==> src/rtl/pulse_pkg.sv <==
// Shared definitions for the connector pulse sequencer and its generator:
// FSM encoding, default field width and generator pipeline latency.
package pulse_pkg;

    localparam int DEF_WIDTH   = 25;
    localparam int DEF_GEN_LAT = 4;
    localparam int CNT_W       = 32;

    typedef enum logic [2:0] {
        S_IDLE  = 3'd0,
        S_SETUP = 3'd1,
        S_FIRE  = 3'd2,
        S_WAIT  = 3'd3,
        S_NEXT  = 3'd4
    } state_t;

endpackage

==> src/rtl/pulse_seq_cnt.sv <==
// Loadable up-counter with synchronous clear and a terminal-compare flag,
// used for both the settle and the pulse-window timers.
module pulse_seq_cnt
    import pulse_pkg::*;
(
    input  logic             clk,
    input  logic             reset,
    input  logic             clr,
    input  logic             load,
    input  logic             en,
    input  logic [CNT_W-1:0] load_val,
    input  logic [CNT_W-1:0] term_val,
    output logic [CNT_W-1:0] count,
    output logic             at_term
);

    always_ff @(posedge clk) begin
        if (reset || clr) begin
            count <= '0;
        end else if (load) begin
            count <= load_val;
        end else if (en) begin
            count <= count + 1'b1;
        end
    end

    assign at_term = (count == term_val);

endmodule

==> src/rtl/pulse_seq_ctrl.sv <==
// Channel-scan sequencer: for each channel in ch_first..ch_last it settles the
// mux, fires the shared pulse generator once and waits out the pulse window.
module pulse_seq_ctrl
    import pulse_pkg::*;
#(
    parameter int WIDTH   = DEF_WIDTH,
    parameter int CH_W    = 4,
    parameter int SETTLE  = 16,
    parameter int GEN_LAT = DEF_GEN_LAT
) (
    input  logic             clk,
    input  logic             reset,
    input  logic             start,
    input  logic             abort,
    input  logic             loop,
    input  logic [CH_W-1:0]  ch_first,
    input  logic [CH_W-1:0]  ch_last,
    input  logic [WIDTH-1:0] delay_cfg,
    input  logic [WIDTH-1:0] dur_cfg,
    input  logic [WIDTH-1:0] T_cfg,
    output logic             gen_enable,
    output logic [WIDTH-1:0] gen_delay,
    output logic [WIDTH-1:0] gen_duration,
    output logic [WIDTH-1:0] gen_T,
    output logic [CH_W-1:0]  ch_sel,
    output logic             ch_valid,
    output logic             busy,
    output logic             step_done,
    output logic             scan_done,
    output logic             cfg_err,
    output logic [15:0]      scan_cnt,
    output state_t           state_dbg
);

    state_t           state;
    state_t           state_next;
    logic [CH_W-1:0]  ch_first_lat;
    logic [CH_W-1:0]  ch_last_lat;
    logic [WIDTH-1:0] delay_lat;
    logic [WIDTH-1:0] dur_lat;
    logic [WIDTH-1:0] t_lat;
    logic             start_ok;
    logic             more_ch;
    logic             settle_term;
    logic             wait_term;
    logic [CNT_W-1:0] settle_count;
    logic [CNT_W-1:0] wait_count;
    logic [CNT_W-1:0] wait_term_val;

    assign start_ok      = start && (ch_first <= ch_last);
    // Compare before increment, so ch_last at the top of the index range never wraps.
    assign more_ch       = (ch_sel < ch_last_lat);
    assign wait_term_val = CNT_W'(dur_lat) + CNT_W'(GEN_LAT) - CNT_W'(1);

    pulse_seq_cnt u_settle_cnt (
        .clk      (clk),
        .reset    (reset),
        .clr      (state != S_SETUP),
        .load     (1'b0),
        .en       (state == S_SETUP),
        .load_val ('0),
        .term_val (CNT_W'(SETTLE - 1)),
        .count    (settle_count),
        .at_term  (settle_term)
    );

    pulse_seq_cnt u_wait_cnt (
        .clk      (clk),
        .reset    (reset),
        .clr      (state != S_WAIT),
        .load     (1'b0),
        .en       (state == S_WAIT),
        .load_val ('0),
        .term_val (wait_term_val),
        .count    (wait_count),
        .at_term  (wait_term)
    );

    always_comb begin
        state_next = state;
        case (state)
            S_IDLE:  if (start_ok) state_next = S_SETUP;
            S_SETUP: if (abort) state_next = S_IDLE;
                     else if (settle_term) state_next = S_FIRE;
            S_FIRE:  state_next = abort ? S_IDLE : S_WAIT;
            S_WAIT:  if (abort) state_next = S_IDLE;
                     else if (wait_term) state_next = S_NEXT;
            S_NEXT:  if (abort) state_next = S_IDLE;
                     else if (more_ch || loop) state_next = S_SETUP;
                     else state_next = S_IDLE;
            default: state_next = S_IDLE;
        endcase
    end

    // Strobes are gated by abort and reset so neither can leak a late fire or done.
    assign gen_enable   = (state == S_FIRE) && !abort && !reset;
    assign step_done    = (state == S_NEXT) && !abort && !reset;
    assign scan_done    = step_done && !more_ch;
    assign ch_valid     = (state != S_IDLE);
    assign gen_delay    = delay_lat;
    assign gen_duration = dur_lat;
    assign gen_T        = t_lat;
    assign state_dbg    = state;

    always_ff @(posedge clk) begin
        if (reset) begin
            state        <= S_IDLE;
            busy         <= 1'b0;
            cfg_err      <= 1'b0;
            ch_sel       <= '0;
            ch_first_lat <= '0;
            ch_last_lat  <= '0;
            delay_lat    <= '0;
            dur_lat      <= '0;
            t_lat        <= '0;
            scan_cnt     <= '0;
        end else begin
            state   <= state_next;
            busy    <= (state_next != S_IDLE);
            cfg_err <= (state == S_IDLE) && start && (ch_first > ch_last);
            if ((state == S_IDLE) && start_ok) begin
                ch_first_lat <= ch_first;
                ch_last_lat  <= ch_last;
                delay_lat    <= delay_cfg;
                dur_lat      <= dur_cfg;
                t_lat        <= T_cfg;
                ch_sel       <= ch_first;
                scan_cnt     <= '0;
            end else if (step_done) begin
                if (more_ch) begin
                    ch_sel <= ch_sel + CH_W'(1);
                end else begin
                    scan_cnt <= scan_cnt + 16'd1;
                    if (loop) ch_sel <= ch_first_lat;
                end
            end
        end
    end

endmodule

==> config.mk <==
export PLATFORM = sky130hd
export DESIGN_NAME = pulse_seq_ctrl
export DESIGN_NICKNAME = d
export VERILOG_FILES = /design/src/rtl/pulse_pkg.sv /design/src/rtl/pulse_seq_cnt.sv /design/src/rtl/pulse_seq_ctrl.sv
export SDC_FILE = /design/constraint.sdc
export NUM_CORES = 1
export LEC_CHECK = 0
export ABC_AREA = 1
export CORE_MARGIN = 3
export CORE_UTILIZATION = 30
export CTS_CLUSTER_SIZE = 8
export DETAILED_ROUTE_END_ITERATION = 7
export PLACE_DENSITY_LB_ADDON = 0.08
export REMOVE_ABC_BUFFERS = 1
export SYNTH_ARGS = -nofsm -noshare
export SYNTH_HDL_FRONTEND = slang
export SYNTH_HIERARCHICAL = 1
export SYNTH_SLANG_ARGS = --single-unit
==> constraint.sdc <==
create_clock -name clk -period 3.2 [get_ports clk]
set_clock_uncertainty 0.1 [all_clocks]
set_input_delay 0.32 -clock clk [delete_from_list [all_inputs] [get_ports clk]]
set_output_delay 0.32 -clock clk [all_outputs]
set_load 0.005 [all_outputs]
==> run summary, run 1 <==
================================================================================
Outcome ........................................................... finished, final reports clean
Core area .........................................................    32700 um2
Routed wire length on met2 ........................................      14.0 mm
Remaining routing DRC violations ..................................            0
Utilization of the core after routing .............................        41.5%
Antenna diode count ...............................................            0
Headroom to the max-slew limit ....................................        43.4%
Type of the worst setup path ...................................... flip-flop to flip-flop
Largest area contributor in the netlist ........................... sky130_fd_sc_hd__dfxtp_1
Placed cell count .................................................         2176
Detail Route met3 WL ..............................................      2.26 mm
Clock insertion delay at the later pin of the skew report .........      0.45 ns
Ranking of synthesized cells by instance count .................... sky130_fd_sc_hd__nand2_1, sky130_fd_sc_hd__nor2_1, sky130_fd_sc_hd__dfxtp_1
Full die area .....................................................    35600 um2
Wire length reported by the detailed router .......................      31.3 mm
Synthesis-to-finish area growth ...................................        35.6%
Register bit total from synthesis .................................          172
Area after DPL ....................................................    12800 um2
Clk buf depth .....................................................            2
Finish-stage setup viols ..........................................            0
Mean instance size in the synthesized netlist .....................     6.83 um2
Final cycle utilization of the critical path ......................        89.4%
Final Max Tran Viols ..............................................            0
CTS clock-pin slew for the worst setup and hold paths .............      0.07 ns
Fraction of final layout cells with drive strength greater than 1 .        7.63%
Worst min-delay path class ........................................ flip-flop to flip-flop
Worst path arrival time ...........................................      3.09 ns
Count of flip-flops with a built-in enable after synthesis ........            0
Routed length per instance ........................................      14.2 um
Layout fillers ....................................................         3545
Global-route wire length before repair ............................      50.9 mm
Floorplan die width ...............................................       189 um
Final design instance area without fill ...........................    13600 um2
Number of nets in the layout ......................................         1858
Drt pass-1 iters ..................................................            4
Largest net degree at the start of global routing .................           70
Required time worst endpoint ......................................      3.43 ns
Number of global-route vias before repair .........................         9483
Vertical extent of the die ........................................       189 um
Power density cells ...............................................   428 nW/um2
Cell depth of the worst hold path .................................            2
Most common cell in the netlist ................................... sky130_fd_sc_hd__nand2_1
Cell count after synthesis ........................................         1465
HPWL after detailed placement .....................................      22.9 mm
Routability congestion estimate ...................................        0.818
Worst Setup End Kind ..............................................    flip-flop
Final standard cell count with taps included and fillers excluded .         2212
Most used flip-flop cell after synthesis .......................... sky130_fd_sc_hd__dfxtp_1
IO Pins ...........................................................          192
Share of the synthesized area in the top cell type ................        34.4%
Post-Route M1 WL ..................................................      14.7 mm
Startpoint Class ..................................................    flip-flop
Async set-or-reset flop fraction in the synthesized netlist .......           0%
CTS H-tree depth ..................................................            4
I/O Buffers .......................................................          191
Final Hold Fails ..................................................            0
CTS Hold Buffers Added ............................................            0
Number of clock sinks seen by CTS .................................          172
Number of CTS-inserted buffers ....................................           17
Antenna viol nets, final ..........................................            0
Leak Pwr ..........................................................      5.07 nW
Number of rows in the core area ...................................           66
Timing-limited maximum frequency ..................................      349 MHz
Synthesis Warnings ................................................            6
Worst IR Drop VDD .................................................     0.339 mV
Actual slew at the worst max-slew pin .............................     0.848 ns
Clock tree from TritonCTS .........................................         done
Max-capacitance violation count ...................................            0
Initial drt markers ...............................................          503
Total congestion overflow .........................................            0
Min cycle time layout .............................................      2.86 ns
Number of antenna violations at the first check in global routing .            2
Final Hold Slack ..................................................     0.364 ns
Number of cells on the worst reg-to-reg path ......................           18
Overall track demand over capacity in global routing ..............        17.7%
Biggest area contributors in the synthesized netlist .............. sky130_fd_sc_hd__dfxtp_1, sky130_fd_sc_hd__nand2_1, sky130_fd_sc_hd__nor2_1
Seq/Total Area, Yosys .............................................        34.4%
Vias after detailed routing .......................................         9842
Root Buffer Master ................................................ sky130_fd_sc_hd__clkbuf_16
Initial standard-cell utilization of the core .....................        30.6%
Summed instance area of the synthesized netlist ...................    10000 um2
Distinct cell type count after synthesis ..........................           41
Average vias per placed instance ..................................         4.45
Uppermost routed layer ............................................         met5
Max FO, Critical Path .............................................            7
================================================================================
[per-stage QoR]
step	total power [mW]	setup slack (ns)	TNS, ns
floorplan	2.93	0.546	0
global placement	3.45	0.198	0
detailed placement	3.46	0.153	0
CTS	5.90	0.112	0
global route	6.13	-0.0112	-0.0112
finish	5.81	0.338	0
[path summary, 6_finish.rpt]
| check | start | to | slack, ns |
|---|---|---|---|
| max reg2reg | gen_duration[6] | busy | 0.34 |
| min | ch_last_lat[2] | ch_last_lat[2] | 0.36 |
| max | gen_duration[6] | busy | 0.34 |
| min reg2reg | ch_last_lat[2] | ch_last_lat[2] | 0.36 |
[sequential cells by signal, summed over array words and instances, names as in the netlist]
name and flops:
state_dbg 3, ch_first_lat 4, cfg_err 1, u_wait_cnt/count 32, gen_delay 25, u_settle_cnt/count 32
gen_T 25, scan_cnt 16, busy 1, ch_sel 4, ch_last_lat 4, gen_duration 25
[critical path: stages, from the launching register on]
cell	delay (ns)
sky130_fd_sc_hd__dfxtp_4	0.37
sky130_fd_sc_hd__nand2_1	0.07
sky130_fd_sc_hd__nor3_2	0.24
sky130_fd_sc_hd__nand2_2	0.12
sky130_fd_sc_hd__nor3_4	0.32
sky130_fd_sc_hd__nand4_1	0.15
sky130_fd_sc_hd__xnor2_1	0.23
sky130_fd_sc_hd__xnor2_1	0.15
sky130_fd_sc_hd__nand4_1	0.10
sky130_fd_sc_hd__nor2_1	0.13
sky130_fd_sc_hd__nand2_1	0.07
sky130_fd_sc_hd__nor2_2	0.15
sky130_fd_sc_hd__inv_2	0.06
sky130_fd_sc_hd__nand2_2	0.07
sky130_fd_sc_hd__o21ai_0	0.08
sky130_fd_sc_hd__nand2_1	0.07
sky130_fd_sc_hd__nand3_1	0.07
sky130_fd_sc_hd__nor2_2	0.11
sky130_fd_sc_hd__o21ai_0	0.09
[placed cells by master (no fill, tap or decap), types with 3 or more instances in the layout]
master	Yosys	routed
sky130_fd_sc_hd__nor3_2	3	4
sky130_fd_sc_hd__clkdlybuf4s50_1	0	191
sky130_fd_sc_hd__conb_1	2	113
sky130_fd_sc_hd__o21ai_0	101	101
sky130_fd_sc_hd__buf_4	3	22
sky130_fd_sc_hd__a31oi_1	7	7
sky130_fd_sc_hd__nand4_1	23	23
sky130_fd_sc_hd__clkinvlp_4	0	3
sky130_fd_sc_hd__bufinv_16	0	5
sky130_fd_sc_hd__a22oi_1	46	46
sky130_fd_sc_hd__inv_6	0	3
sky130_fd_sc_hd__nor2_1	250	245
sky130_fd_sc_hd__xor2_1	41	41
sky130_fd_sc_hd__dfxtp_2	0	3
sky130_fd_sc_hd__inv_1	126	123
sky130_fd_sc_hd__inv_2	7	10
sky130_fd_sc_hd__a21oi_1	93	93
sky130_fd_sc_hd__o22ai_1	4	4
sky130_fd_sc_hd__clkbuf_16	0	17
sky130_fd_sc_hd__nor2_4	26	29
sky130_fd_sc_hd__nand3_1	94	94
sky130_fd_sc_hd__or2_2	4	4
sky130_fd_sc_hd__dfxtp_1	172	168
sky130_fd_sc_hd__xnor2_1	67	67
sky130_fd_sc_hd__nand2_4	6	7
sky130_fd_sc_hd__nor3_1	10	9
sky130_fd_sc_hd__nor2_2	6	8
sky130_fd_sc_hd__ha_1	12	11
sky130_fd_sc_hd__nand2_1	293	290
sky130_fd_sc_hd__nand2_2	3	5
[power breakdown]
group	total, mW	internal [mW]	switching (mW)
Sequential	2.37	2.27	0.102
Combinational	1.04	0.519	0.517
Clock	2.40	1.43	0.967
[metal layers]
layer	track usage, %	vias to the layer above
met3	7.00	31
met2	28.4	179
met4	3.81	4
met1	22.7	4408
li1	-	5220
met5	0	-
[cells by family after synthesis]
kind of cell             Yosys count  synth area share (%)
AO/OA/AOI/OAI                    254                  14.2
flip-flops                       172                  34.4
other                              2                0.0750
XOR/XNOR                         108                  9.45
AND/OR/NAND/NOR                  730                  32.9
buffers and inverters            187                  7.53
adder cells (fa/ha/maj)           12                  1.50
[what timing repair did]
item | 4_1_cts | 5_1_grt
endpoints found under the setup margin | 0 | 4
buffers inserted | 0 | 5
gates resized for setup | 0 | 22
[layout make-up]
cell class | count | area, um2 | share of cell area [%]
inverter | 135 | 507 | 3.73
clock buffer | 19 | 453 | 3.34
timing repair buffer | 215 | 2120 | 15.6
multi-input combinational | 1217 | 6290 | 46.3
sequential | 172 | 3450 | 25.4
clock inverter | 12 | 208 | 1.53
tap | 442 | 553 | 4.07
(Power assumes the default switching activity.)
==> run 2, diff against run 1 <==
--- a/config.mk
+++ b/config.mk
@@ -6,7 +6,7 @@
 export NUM_CORES = 1
 export LEC_CHECK = 0
 export ABC_AREA = 1
-export CORE_MARGIN = 3
+export CORE_MARGIN = 2
 export CORE_UTILIZATION = 30
 export CTS_CLUSTER_SIZE = 8
 export DETAILED_ROUTE_END_ITERATION = 7
==> constraint.sdc (replaced) <==
create_clock -name clk -period 3.2 [get_ports clk]
set_clock_uncertainty 0.1 [all_clocks]
set_input_delay 0.32 -clock clk [delete_from_list [all_inputs] [get_ports clk]]
set_output_delay 0.32 -clock clk [all_outputs]
set_load 0.01 [all_outputs]
==> run 2 against run 1 <==
Net effect: sequential power barely moved; flip-flop and latch count did not move; clock power fell by 8%; cell area fell by 0.59%; cell count rose by 0.18%; worst setup slack got worse by 0.012 ns; via count fell by 0.11%; count of clock-buffer cells in the layout did not move; register-to-register slack barely moved; fmax fell by 0.41%; non-clock buffer count rose by 4; critical endpoint unchanged; largest cell class unchanged.
==> run summary, run 2 (synthesized netlist as in run 1, its figures left out) <==
=====================================================================================
Number of global-route vias before repair ..............................         9467
Initial standard-cell utilization of the core ..........................        30.6%
Number of cells on the worst reg-to-reg path ...........................           18
Final standard cell count with taps included and fillers excluded ......         2216
IO Pins ................................................................          192
Drt pass-1 iters .......................................................            5
Number of nets in the layout ...........................................         1862
Hold wc startpoint ..................................................... ch_last_lat[3]
Headroom to the max-slew limit .........................................        46.5%
Number of clock sinks seen by CTS ......................................          172
Fraction of final layout cells with drive strength greater than 1 ......        7.16%
Floorplan die width ....................................................       187 um
Initial drt markers ....................................................          434
Clock tree from TritonCTS ..............................................         done
Worst path arrival time ................................................      3.10 ns
CTS H-tree depth .......................................................            4
Reg-to-Reg End .........................................................         busy
Total congestion overflow ..............................................            0
Final Max Tran Viols ...................................................            0
Outcome ................................................................ finished, final reports clean
Remaining routing DRC violations .......................................            0
Vertical extent of the die .............................................       187 um
Worst Setup End Kind ...................................................    flip-flop
Layout fillers .........................................................         3551
Leak Pwr ...............................................................      5.07 nW
Routed length per instance .............................................      13.9 um
Clk buf depth ..........................................................            2
Clock insertion delay at the later pin of the skew report ..............      0.44 ns
Type of the worst setup path ........................................... flip-flop to flip-flop
Average vias per placed instance .......................................         4.44
Core area ..............................................................    32700 um2
Antenna viol nets, final ...............................................            0
Antenna diode count ....................................................            0
CP Cell Sequence ....................................................... nand2_1 > nor3_2 > nand2_2 > nor3_4 > nand3_2 > nor3b_1 > xnor2_1 > nand4_1 > nor2_1 > nand2_1 > nor2_2 > inv_1 > nand2_1 > o21ai_0 > nand2_1 > nand3_1 > nor2_2 > o21ai_0
Min cycle time layout ..................................................      2.87 ns
Worst min-delay path class ............................................. flip-flop to flip-flop
Worst IR Drop VDD ......................................................     0.371 mV
Global-route wire length before repair .................................      49.8 mm
Largest net degree at the start of global routing ......................           37
CTS Hold Buffers Added .................................................            0
Max-capacitance violation count ........................................            0
HPWL after detailed placement ..........................................      23.1 mm
Startpoint Class .......................................................    flip-flop
Number of rows in the core area ........................................           66
CP max stage cell ...................................................... sky130_fd_sc_hd__dfxtp_2
Registers with the most flip-flops ..................................... u_settle_cnt/count: 32 flops, u_wait_cnt/count: 32 flops
Biggest cell delay along the critical path .............................      0.38 ns
Most frequent standard cell in the layout excluding fill and tap cells . sky130_fd_sc_hd__nand2_1
Cell depth of the worst hold path ......................................            2
Placed cell count ......................................................         2184
Register-to-register setup slack .......................................      0.33 ns
Most common cell type on the critical path ............................. sky130_fd_sc_hd__nand2_1
Final Hold Fails .......................................................            0
Number of antenna violations at the first check in global routing ......            2
Actual slew at the worst max-slew pin ..................................     0.802 ns
Synthesis-to-finish area growth ........................................        34.8%
Number of CTS-inserted buffers .........................................           17
I/O Buffers ............................................................          191
Endpoint with the worst hold slack ..................................... ch_last_lat[3]
Required time worst endpoint ...........................................      3.43 ns
Buffer and inverter count on the worst path ............................            1
Max FO, Critical Path ..................................................            7
Finish-stage setup viols ...............................................            0
Wire length reported by the detailed router ............................      30.9 mm
Root Buffer Master ..................................................... sky130_fd_sc_hd__clkbuf_16
Vias after detailed routing ............................................         9831
Routability congestion estimate ........................................        0.820
CTS clock-pin slew for the worst setup and hold paths ..................      0.07 ns
Most frequent cells in the layout ...................................... sky130_fd_sc_hd__nand2_1, sky130_fd_sc_hd__nor2_1, sky130_fd_sc_hd__clkdlybuf4s50_1, sky130_fd_sc_hd__dfxtp_1, sky130_fd_sc_hd__inv_1
Largest delay share family, worst path ................................. simple AND/OR/NAND/NOR gates
Power density cells ....................................................   419 nW/um2
Origin of the critical flop-to-flop path ............................... gen_duration[6]
Final cycle utilization of the critical path ...........................        89.8%
Overall track demand over capacity in global routing ...................        17.7%
Timing-limited maximum frequency .......................................      348 MHz
Final setup TNS ........................................................         0 ns
Full die area ..........................................................    34800 um2
=====================================================================================
[run 2: cell count changes in the layout (fill, tap and decap cells not counted), moves of 2 or more]
cell,change
sky130_fd_sc_hd__inv_2,-2
sky130_fd_sc_hd__clkinv_2,+2
sky130_fd_sc_hd__bufinv_16,-2
sky130_fd_sc_hd__nor2_1,+2
sky130_fd_sc_hd__clkinvlp_4,-3
sky130_fd_sc_hd__nor2_4,-2
sky130_fd_sc_hd__inv_1,+2
sky130_fd_sc_hd__clkinv_4,+3
sky130_fd_sc_hd__buf_4,+5
sky130_fd_sc_hd__dfxtp_1,+2
[run 2: worst max path at each step]
stage / from / to / slack, ns / cells after the start
2_1_floorplan: gen_duration[0] / busy / 0.49 / 20
3_3_place_gp: gen_duration[0] / busy / 0.19 / 22
3_5_place_dp: gen_duration[0] / busy / 0.16 / 20
4_1_cts: gen_duration[0] / busy / 0.13 / 20
5_1_grt: gen_duration[6] / busy / -0.0004 / 18
6_report: gen_duration[6] / busy / 0.33 / 18
[run 2: what timing repair did]
| action | CTS | global route |
|---|---|---|
| setup endpoints to repair | 0 | 2 |
| buffers inserted | 0 | 1 |
| resized for setup | 0 | 8 |
[run 2: cell type report]
type	instances	area, um2	area share, %
Multi-Input combinational cell	1217	6250	46.3
Sequential cell	172	3450	25.5
Timing Repair Buffer	219	2130	15.8
Tap cell	442	553	4.10
Inverter	135	507	3.76
Clock buffer	19	443	3.28
Clock inverter	12	161	1.20
[run 2: metal layers]
layer	vias up	global-route usage, %	wire (um)
met4	4	4.82	354
li1	5229	-	-
met1	4380	21.8	14000
met2	192	29.4	14100
met5	-	0	25
met3	26	6.23	2340
[run 2: report_power, final]
part | switching, mW | internal (mW)
clock network | 0.942 | 1.26
registers | 0.102 | 2.27
logic | 0.558 | 0.529
total | 1.60 | 4.05
[run 2: stage by stage]
| step | cell area (um2) | setup slack, ns | total power, mW | hold WS, ns | utilization, % |
|---|---|---|---|---|---|
| after floorplan | 10200 | 0.493 | 2.97 | 0.289 | - |
| after global placement | 12900 | 0.189 | 3.51 | 0.354 | 39.3 |
| after detailed placement | 12900 | 0.158 | 3.51 | 0.355 | 39.3 |
| after CTS | 13500 | 0.127 | 5.75 | 0.365 | 41.2 |
| after global routing | 13500 | -0.000393 | 5.98 | 0.390 | 41.3 |
| final | 13500 | 0.326 | 5.66 | 0.363 | 41.3 |
[run 2: worst reg2reg max path, stage by stage (launching register included)]
cell                      delay (ns)
sky130_fd_sc_hd__dfxtp_2        0.38
sky130_fd_sc_hd__nand2_1        0.08
sky130_fd_sc_hd__nor3_2         0.21
sky130_fd_sc_hd__nand2_2        0.12
sky130_fd_sc_hd__nor3_4         0.34
sky130_fd_sc_hd__nand3_2        0.13
sky130_fd_sc_hd__nor3b_1        0.25
sky130_fd_sc_hd__xnor2_1        0.14
sky130_fd_sc_hd__nand4_1        0.10
sky130_fd_sc_hd__nor2_1         0.14
sky130_fd_sc_hd__nand2_1        0.08
sky130_fd_sc_hd__nor2_2         0.12
sky130_fd_sc_hd__inv_1          0.08
sky130_fd_sc_hd__nand2_1        0.08
sky130_fd_sc_hd__o21ai_0        0.08
sky130_fd_sc_hd__nand2_1        0.07
sky130_fd_sc_hd__nand3_1        0.07
sky130_fd_sc_hd__nor2_2         0.11
sky130_fd_sc_hd__o21ai_0        0.07
